<file path="src/rtl/slip_frame_rx.sv">
// SLIP frame receiver: strips framing/escapes into a frame buffer and
// releases a frame to the host only after a good closing END.
module slip_frame_rx #(
    parameter int         MAX_LEN      = 256,
    parameter int         LEN_W        = 9,
    parameter int         TIMEOUT_CLKS = 0,
    parameter logic [7:0] CHAR_END     = 8'hC0,
    parameter logic [7:0] CHAR_ESC     = 8'hDB,
    parameter logic [7:0] CHAR_ESC_END = 8'hDC,
    parameter logic [7:0] CHAR_ESC_ESC = 8'hDD
) (
    input  logic             clk,
    input  logic             reset,
    input  logic             i_byte_valid,
    input  logic [7:0]       i_byte,
    input  logic             i_rd_en,
    output logic             o_frame_ready,
    output logic [LEN_W-1:0] o_frame_len,
    output logic             o_rd_valid,
    output logic [7:0]       o_rd_byte,
    output logic             o_rd_last,
    output logic             o_err,
    output logic [1:0]       o_err_code,
    output logic [7:0]       o_drop_cnt
);

    localparam int              AW    = (MAX_LEN > 1) ? $clog2(MAX_LEN) : 1;
    localparam logic [LEN_W-1:0] L_MAX = LEN_W'(MAX_LEN);
    localparam logic [31:0]     L_TO  = 32'(TIMEOUT_CLKS);

    typedef enum logic [1:0] {
        S_IDLE,
        S_ACTIVE,
        S_ESCAPED,
        S_DISCARD
    } state_t;

    state_t           r_state;
    state_t           w_state_nxt;
    logic [LEN_W-1:0] r_wlen;
    logic [LEN_W-1:0] r_rptr;
    logic [31:0]      r_idle_cnt;
    logic [7:0]       r_buf [MAX_LEN];

    logic             w_is_end;
    logic             w_is_esc;
    logic             w_pay_fail;
    logic             w_pay_req;
    logic [7:0]       w_pay_byte;
    logic             w_write;
    logic             w_commit;
    logic             w_wlen_clr;
    logic             w_err;
    logic [1:0]       w_err_code;
    logic             w_tmr_run;
    logic             w_timeout;
    logic             w_rd;
    logic             w_rd_last;

    assign w_is_end   = (i_byte == CHAR_END);
    assign w_is_esc   = (i_byte == CHAR_ESC);
    assign w_pay_fail = o_frame_ready || (r_wlen == L_MAX);

    // Timer only guards a frame that has actually started carrying data
    assign w_tmr_run = (TIMEOUT_CLKS > 0) &&
                       ((r_state == S_ESCAPED) ||
                        ((r_state == S_ACTIVE) && (r_wlen != '0)));
    assign w_timeout = w_tmr_run && !i_byte_valid &&
                       (r_idle_cnt == L_TO - 32'd1);

    assign w_rd      = i_rd_en && o_frame_ready;
    assign w_rd_last = (r_rptr == o_frame_len - LEN_W'(1));

    // State register
    always_ff @(posedge clk) begin
        if (reset) r_state <= S_IDLE;
        else       r_state <= w_state_nxt;
    end

    // Next-state decode
    always_comb begin
        w_state_nxt = r_state;
        unique case (r_state)
            S_IDLE: begin
                if (i_byte_valid && w_is_end) w_state_nxt = S_ACTIVE;
            end
            S_ACTIVE: begin
                if (w_timeout) begin
                    w_state_nxt = S_IDLE;
                end else if (i_byte_valid) begin
                    if (w_is_esc)                   w_state_nxt = S_ESCAPED;
                    else if (!w_is_end && w_pay_fail) w_state_nxt = S_DISCARD;
                end
            end
            S_ESCAPED: begin
                if (w_timeout) begin
                    w_state_nxt = S_IDLE;
                end else if (i_byte_valid) begin
                    if ((i_byte == CHAR_ESC_END) || (i_byte == CHAR_ESC_ESC))
                        w_state_nxt = w_pay_fail ? S_DISCARD : S_ACTIVE;
                    else
                        w_state_nxt = S_DISCARD;
                end
            end
            S_DISCARD: begin
                if (i_byte_valid && w_is_end) w_state_nxt = S_ACTIVE;
            end
            default: w_state_nxt = S_IDLE;
        endcase
    end

    // Action decode: payload writes, commits and error reporting
    always_comb begin
        w_pay_req  = 1'b0;
        w_pay_byte = i_byte;
        w_write    = 1'b0;
        w_commit   = 1'b0;
        w_wlen_clr = 1'b0;
        w_err      = 1'b0;
        w_err_code = 2'd0;
        unique case (r_state)
            S_IDLE, S_DISCARD: begin
                if (i_byte_valid && w_is_end) w_wlen_clr = 1'b1;
            end
            S_ACTIVE: begin
                if (i_byte_valid) begin
                    if (w_is_end) w_commit = (r_wlen != '0);
                    else if (!w_is_esc) w_pay_req = 1'b1;
                end
            end
            S_ESCAPED: begin
                if (i_byte_valid) begin
                    if (i_byte == CHAR_ESC_END) begin
                        w_pay_req  = 1'b1;
                        w_pay_byte = CHAR_END;
                    end else if (i_byte == CHAR_ESC_ESC) begin
                        w_pay_req  = 1'b1;
                        w_pay_byte = CHAR_ESC;
                    end else begin
                        w_err      = 1'b1;
                        w_err_code = 2'd0;
                    end
                end
            end
            default: ;
        endcase
        // Overrun wins over length so a held frame is never disturbed
        if (w_pay_req) begin
            if (o_frame_ready) begin
                w_err      = 1'b1;
                w_err_code = 2'd2;
            end else if (r_wlen == L_MAX) begin
                w_err      = 1'b1;
                w_err_code = 2'd1;
            end else begin
                w_write = 1'b1;
            end
        end
        if (w_timeout) begin
            w_err      = 1'b1;
            w_err_code = 2'd3;
            w_wlen_clr = 1'b1;
        end
    end

    // Inter-byte idle counter
    always_ff @(posedge clk) begin
        if (reset || !w_tmr_run || i_byte_valid || w_timeout)
            r_idle_cnt <= '0;
        else
            r_idle_cnt <= r_idle_cnt + 32'd1;
    end

    // Write length tracking
    always_ff @(posedge clk) begin
        if (reset || w_commit || w_wlen_clr) r_wlen <= '0;
        else if (w_write)                    r_wlen <= r_wlen + LEN_W'(1);
    end

    // Frame buffer storage
    always_ff @(posedge clk) begin
        if (w_write) r_buf[r_wlen[AW-1:0]] <= w_pay_byte;
    end

    // Read port and held-frame status; a commit overrides a final read
    always_ff @(posedge clk) begin
        if (reset) begin
            o_frame_ready <= 1'b0;
            o_frame_len   <= '0;
            o_rd_valid    <= 1'b0;
            o_rd_byte     <= 8'd0;
            o_rd_last     <= 1'b0;
            r_rptr        <= '0;
        end else begin
            o_rd_valid <= w_rd;
            o_rd_last  <= w_rd && w_rd_last;
            if (w_rd) begin
                o_rd_byte <= r_buf[r_rptr[AW-1:0]];
                r_rptr    <= w_rd_last ? '0 : r_rptr + LEN_W'(1);
            end
            if (w_commit) begin
                o_frame_ready <= 1'b1;
                o_frame_len   <= r_wlen;
            end else if (w_rd && w_rd_last) begin
                o_frame_ready <= 1'b0;
            end
        end
    end

    // Error strobe, sticky code and saturating drop counter
    always_ff @(posedge clk) begin
        if (reset) begin
            o_err      <= 1'b0;
            o_err_code <= 2'd0;
            o_drop_cnt <= 8'd0;
        end else begin
            o_err <= w_err;
            if (w_err) begin
                o_err_code <= w_err_code;
                if (o_drop_cnt != 8'hFF) o_drop_cnt <= o_drop_cnt + 8'd1;
            end
        end
    end

endmodule

</file>
<file path="config.mk">
export PLATFORM = sky130hd
export DESIGN_NAME = slip_frame_rx
export DESIGN_NICKNAME = d
export VERILOG_FILES = /design/src/rtl/slip_frame_rx.sv
export SDC_FILE = /design/constraint.sdc
export NUM_CORES = 2
export LEC_CHECK = 0
export CAP_MARGIN = 20
export CORE_MARGIN = 4
export CORE_UTILIZATION = 50
export DETAILED_ROUTE_END_ITERATION = 8
export HOLD_SLACK_MARGIN = 0.02
export PLACE_DENSITY = 0.72
export SLEW_MARGIN = 20
export SYNTH_ARGS = -nofsm -noshare
export SYNTH_HDL_FRONTEND = slang
export SYNTH_SLANG_ARGS = --single-unit
</file>
<file path="constraint.sdc">
create_clock -name clk -period 13.5 [get_ports clk]
set_clock_uncertainty 0.1 [all_clocks]
set_input_delay 4.05 -clock clk [delete_from_list [all_inputs] [get_ports clk]]
set_output_delay 4.05 -clock clk [all_outputs]
set_load 0.01 [all_outputs]
</file>
==> summary.txt <==
Setup path
  – CP Class: input port to flop
  – Crit. End Element: flop
  – Worst path most repeated cell: buf_4
  – Crit path buffers/inverters: 3
  – WP data required: 13.84 ns
  – Top Family by Delay on Critical Path: simple AND/OR/NAND/NOR gates
  – Worst path slowest cell: nand2_1
  – Worst EP arrival: 7.99 ns
  – Max incr delay on CP: 0.68 ns
  – Crit path max fanout: 105
  – Crit start category: input port
  – Critical-path cell list: clkbuf_8 -> nand3b_1 -> o31a_1 -> nor4b_4 -> buf_4 -> and2_1 -> nand2_1 -> buf_4 -> nor2_1

Finish
  – Final core occ: 56.0%
  – Area growth syn-to-layout: 10.9%
  – Layout cell share with drive strength beyond 1: 22.3%
  – Final nets: 4041
  – Non-Filler Instances: 6353

Die
  – Die width: 414 µm
  – Initial Util: 50.5%
  – Rows: 148
  – Die H: 414 µm
  – Die area: 0.172 mm²
  – I/O pin count: 43
  – Core Area: 0.163 mm²

STA
  – Final setup violation count: 0
  – Max Freq: 0.131 GHz
  – Final Hold Viols: 0
  – Tmin final: 7.65 ns
  – RSZ-0062 raised after global routing: no
  – Max Slew Vio Count: 0
  – Period utilization: 56.7%
  – Setup TNS: 0 ns
  – Relative slew slack: 19.0%
  – Tightest Pin Transition: 1.20 ns

Yosys
  – Syn Nets: 3948
  – Netlist cell types: 75
  – EDFF count, synth: 2048
  – Ranking of synthesized cells by area: edfxtp_1 75%, mux4_2 14%, nor2_1 1.5%
  – Async SR Flop Fraction: 0%
  – Mapped Avg Cell Area: 21.0 µm²
  – Yosys warning count: 0
  – Main flop type after synthesis: edfxtp_1
  – Mapped Area: 0.0825 mm²
  – Seq/Total Area, Yosys: 75.8%
  – Synth Instances: 3926
  – Yosys reg bits: 2099
  – Synth top area share: 74.5%
  – Cell accounting for the most synthesized area: edfxtp_1

CTS
  – CTS tree: yes
  – H-tree depth: 4
  – CTS Sinks: 2099
  – CTS Buf Count: 195
  – Post-CTS setup buffers: 0
  – Post_cts resized: 0
  – Clk slew on worst S/H paths: 0.06 ns
  – Skew-Pair Late Insertion Delay: 0.83 ns
  – Cts hold-fix bufs: 0
  – Root Buffer: clkbuf_16
  – Max clock buf depth: 3

Power
  – PD cells: 143 mW/mm²
  – Static Leak: 27.6 nW
  – Maximum vdd ir drop: 0.151 mV

Drt
  – Detail Route Antenna Nets: 0
  – Initial DRC count: 6489
  – Drt drc: 0
  – Routed WL: 215000 µm
  – Via count: 41900
  – Vias per cell: 6.60
  – DR WL/cell: 33.8 µm
  – Pre-antenna DRT Iters: 7

Placed design
  – DP Wirelength: 128000 µm
  – Port-buffer cells: 42
  – RePlAce Congestion: 0.922
  – Placed insts: 5997

Global routing
  – Initial antenna violation count: 2
  – Largest net degree at the start of global routing: 203
  – First-pass GRT wire length: 309000 µm
  – Grt ovf: 0
  – Total GRT Usage: 25.0%
  – Vias in the first global route: 41100

Flow run
  – Max-cap violations: 0

Status
  – Status: completed

Worst hold path
  – Hold Crit Class: flop to flop
[final cells by class]
class                      count  area [µm²]
timing repair buffer         127        1140
fill                       11700       71800
multi-input combinational   1579       18500
inverter                      17        71.3
sequential                  2099       62500
clock buffer                 235        5100
antenna                        4        10.0
tap                         2175        2720
clock inverter               117        1420
[Yosys cell counts, types with 16 or more instances]
cell / instances
buf_2: 68
o22ai_1: 20
dfxtp_1: 51
a21oi_1: 44
edfxtp_1: 2048
buf_6: 32
nand3_1: 32
mux4_1: 24
buf_4: 28
o221ai_1: 29
nor2_1: 336
clkbuf_1: 77
xnor2_1: 20
o21ai_0: 25
nand2_1: 147
mux2i_1: 119
nand4_1: 19
nor3_1: 23
nor2b_1: 16
mux4_2: 524
[placed cells by master (no fill, tap or decap), types with 7 or more instances in the layout]
| master | n |
|---|---|
| a21oi_1 | 44 |
| clkbuf_16 | 197 |
| bufinv_16 | 31 |
| nor2_1 | 336 |
| nand3_1 | 32 |
| inv_1 | 12 |
| clkbuf_1 | 35 |
| and3_1 | 15 |
| nand4_1 | 19 |
| clkdlybuf4s50_1 | 37 |
| mux2i_1 | 119 |
| nor4_1 | 11 |
| nand2_1 | 147 |
| and2_1 | 10 |
| clkinvlp_4 | 7 |
| nand2b_1 | 7 |
| mux4_2 | 524 |
| dfxtp_1 | 46 |
| xor2_1 | 12 |
| a211oi_1 | 12 |
| clkinv_2 | 28 |
| mux2_2 | 15 |
| nor2b_1 | 14 |
| mux4_1 | 24 |
| a2111oi_0 | 9 |
| o22ai_1 | 20 |
| a22oi_1 | 8 |
| inv_6 | 13 |
| edfxtp_1 | 2048 |
| o21ai_0 | 25 |
| nor3_1 | 23 |
| clkinv_1 | 38 |
| a31oi_1 | 15 |
| ha_1 | 10 |
| o221ai_1 | 29 |
| o2111ai_1 | 8 |
| buf_4 | 79 |
| clkbuf_8 | 7 |
| xnor2_1 | 20 |
[state kept, by name, summed over array words and instances (netlist names)]
name	count
o_drop_cnt	8
o_err	1
o_err_code	2
o_frame_len	9
o_frame_ready	1
o_rd_byte	8
o_rd_last	1
o_rd_valid	1
r_buf	2048
r_rptr	9
r_state	2
r_wlen	9
[where the power goes]
group | leakage, nW | internal, mW | switching [mW]
clock network | 3.17 | 3.28 | 2.37
logic | 5.59 | 0.0508 | 0.228
registers | 18.8 | 7.16 | 0.0101
total | 27.6 | 10.5 | 2.60
[metal layers]
| layer | part of all wire, % | track usage (%) | vias to the layer above |
|---|---|---|---|
| met5 | 0.0070 | 0 | - |
| met1 | 38 | 35.6 | 21900 |
| met2 | 46 | 37.5 | 3130 |
| met4 | 4.1 | 9.54 | 4 |
| met3 | 12 | 6.62 | 405 |
| li1 | - | - | 16500 |
[per-stage QoR]
step                worst slack [ns]  power [mW]  instance area (µm²)  hold slack, ns
global route                    5.69        13.4                91500           0.428
CTS                             5.90        13.1                91500           0.399
detailed placement              5.02        7.59                85000           0.384
floorplan                       1.21        7.46                82500           0.378
finish                          5.85        13.1                91500           0.399
global placement                5.13        7.58                85000           0.371
[kinds of logic (layout without fill, tap and decap cells)]
family,after synthesis,after routing,synth area share [%]
xor+xnor,32,32,0.340
flops,2099,2099,75.8
fa+ha+maj,10,10,0.152
simple gates,635,635,3.31
other cells,0,4,0
mux,682,682,16.7
compound gates,220,220,1.88
buf+inv,248,496,1.84
[worst reg2reg max path: stages, from the launching register on]
cell and delay, ns:
dfxtp_4 0.91, buf_4 0.81, buf_4 0.82, mux4_2 0.71, mux4_2 0.52, mux2i_1 0.50, o211ai_1 0.21, and4_1 0.24
or3_1 0.33
[path summary, 6_finish.rpt]
path	endpoint	cells after the start	startpoint	slack, ns
worst max-delay path	r_buf[18][6]	9	i_byte[7]	5.85
worst min-delay path	o_err_code[0]	2	o_err_code[0]	0.40
worst max register to register	o_rd_byte[7]	8	r_rptr[0]	8.24
worst min register to register	o_err_code[0]	2	o_err_code[0]	0.40
Note: power is estimated with default switching activity, not from simulation.
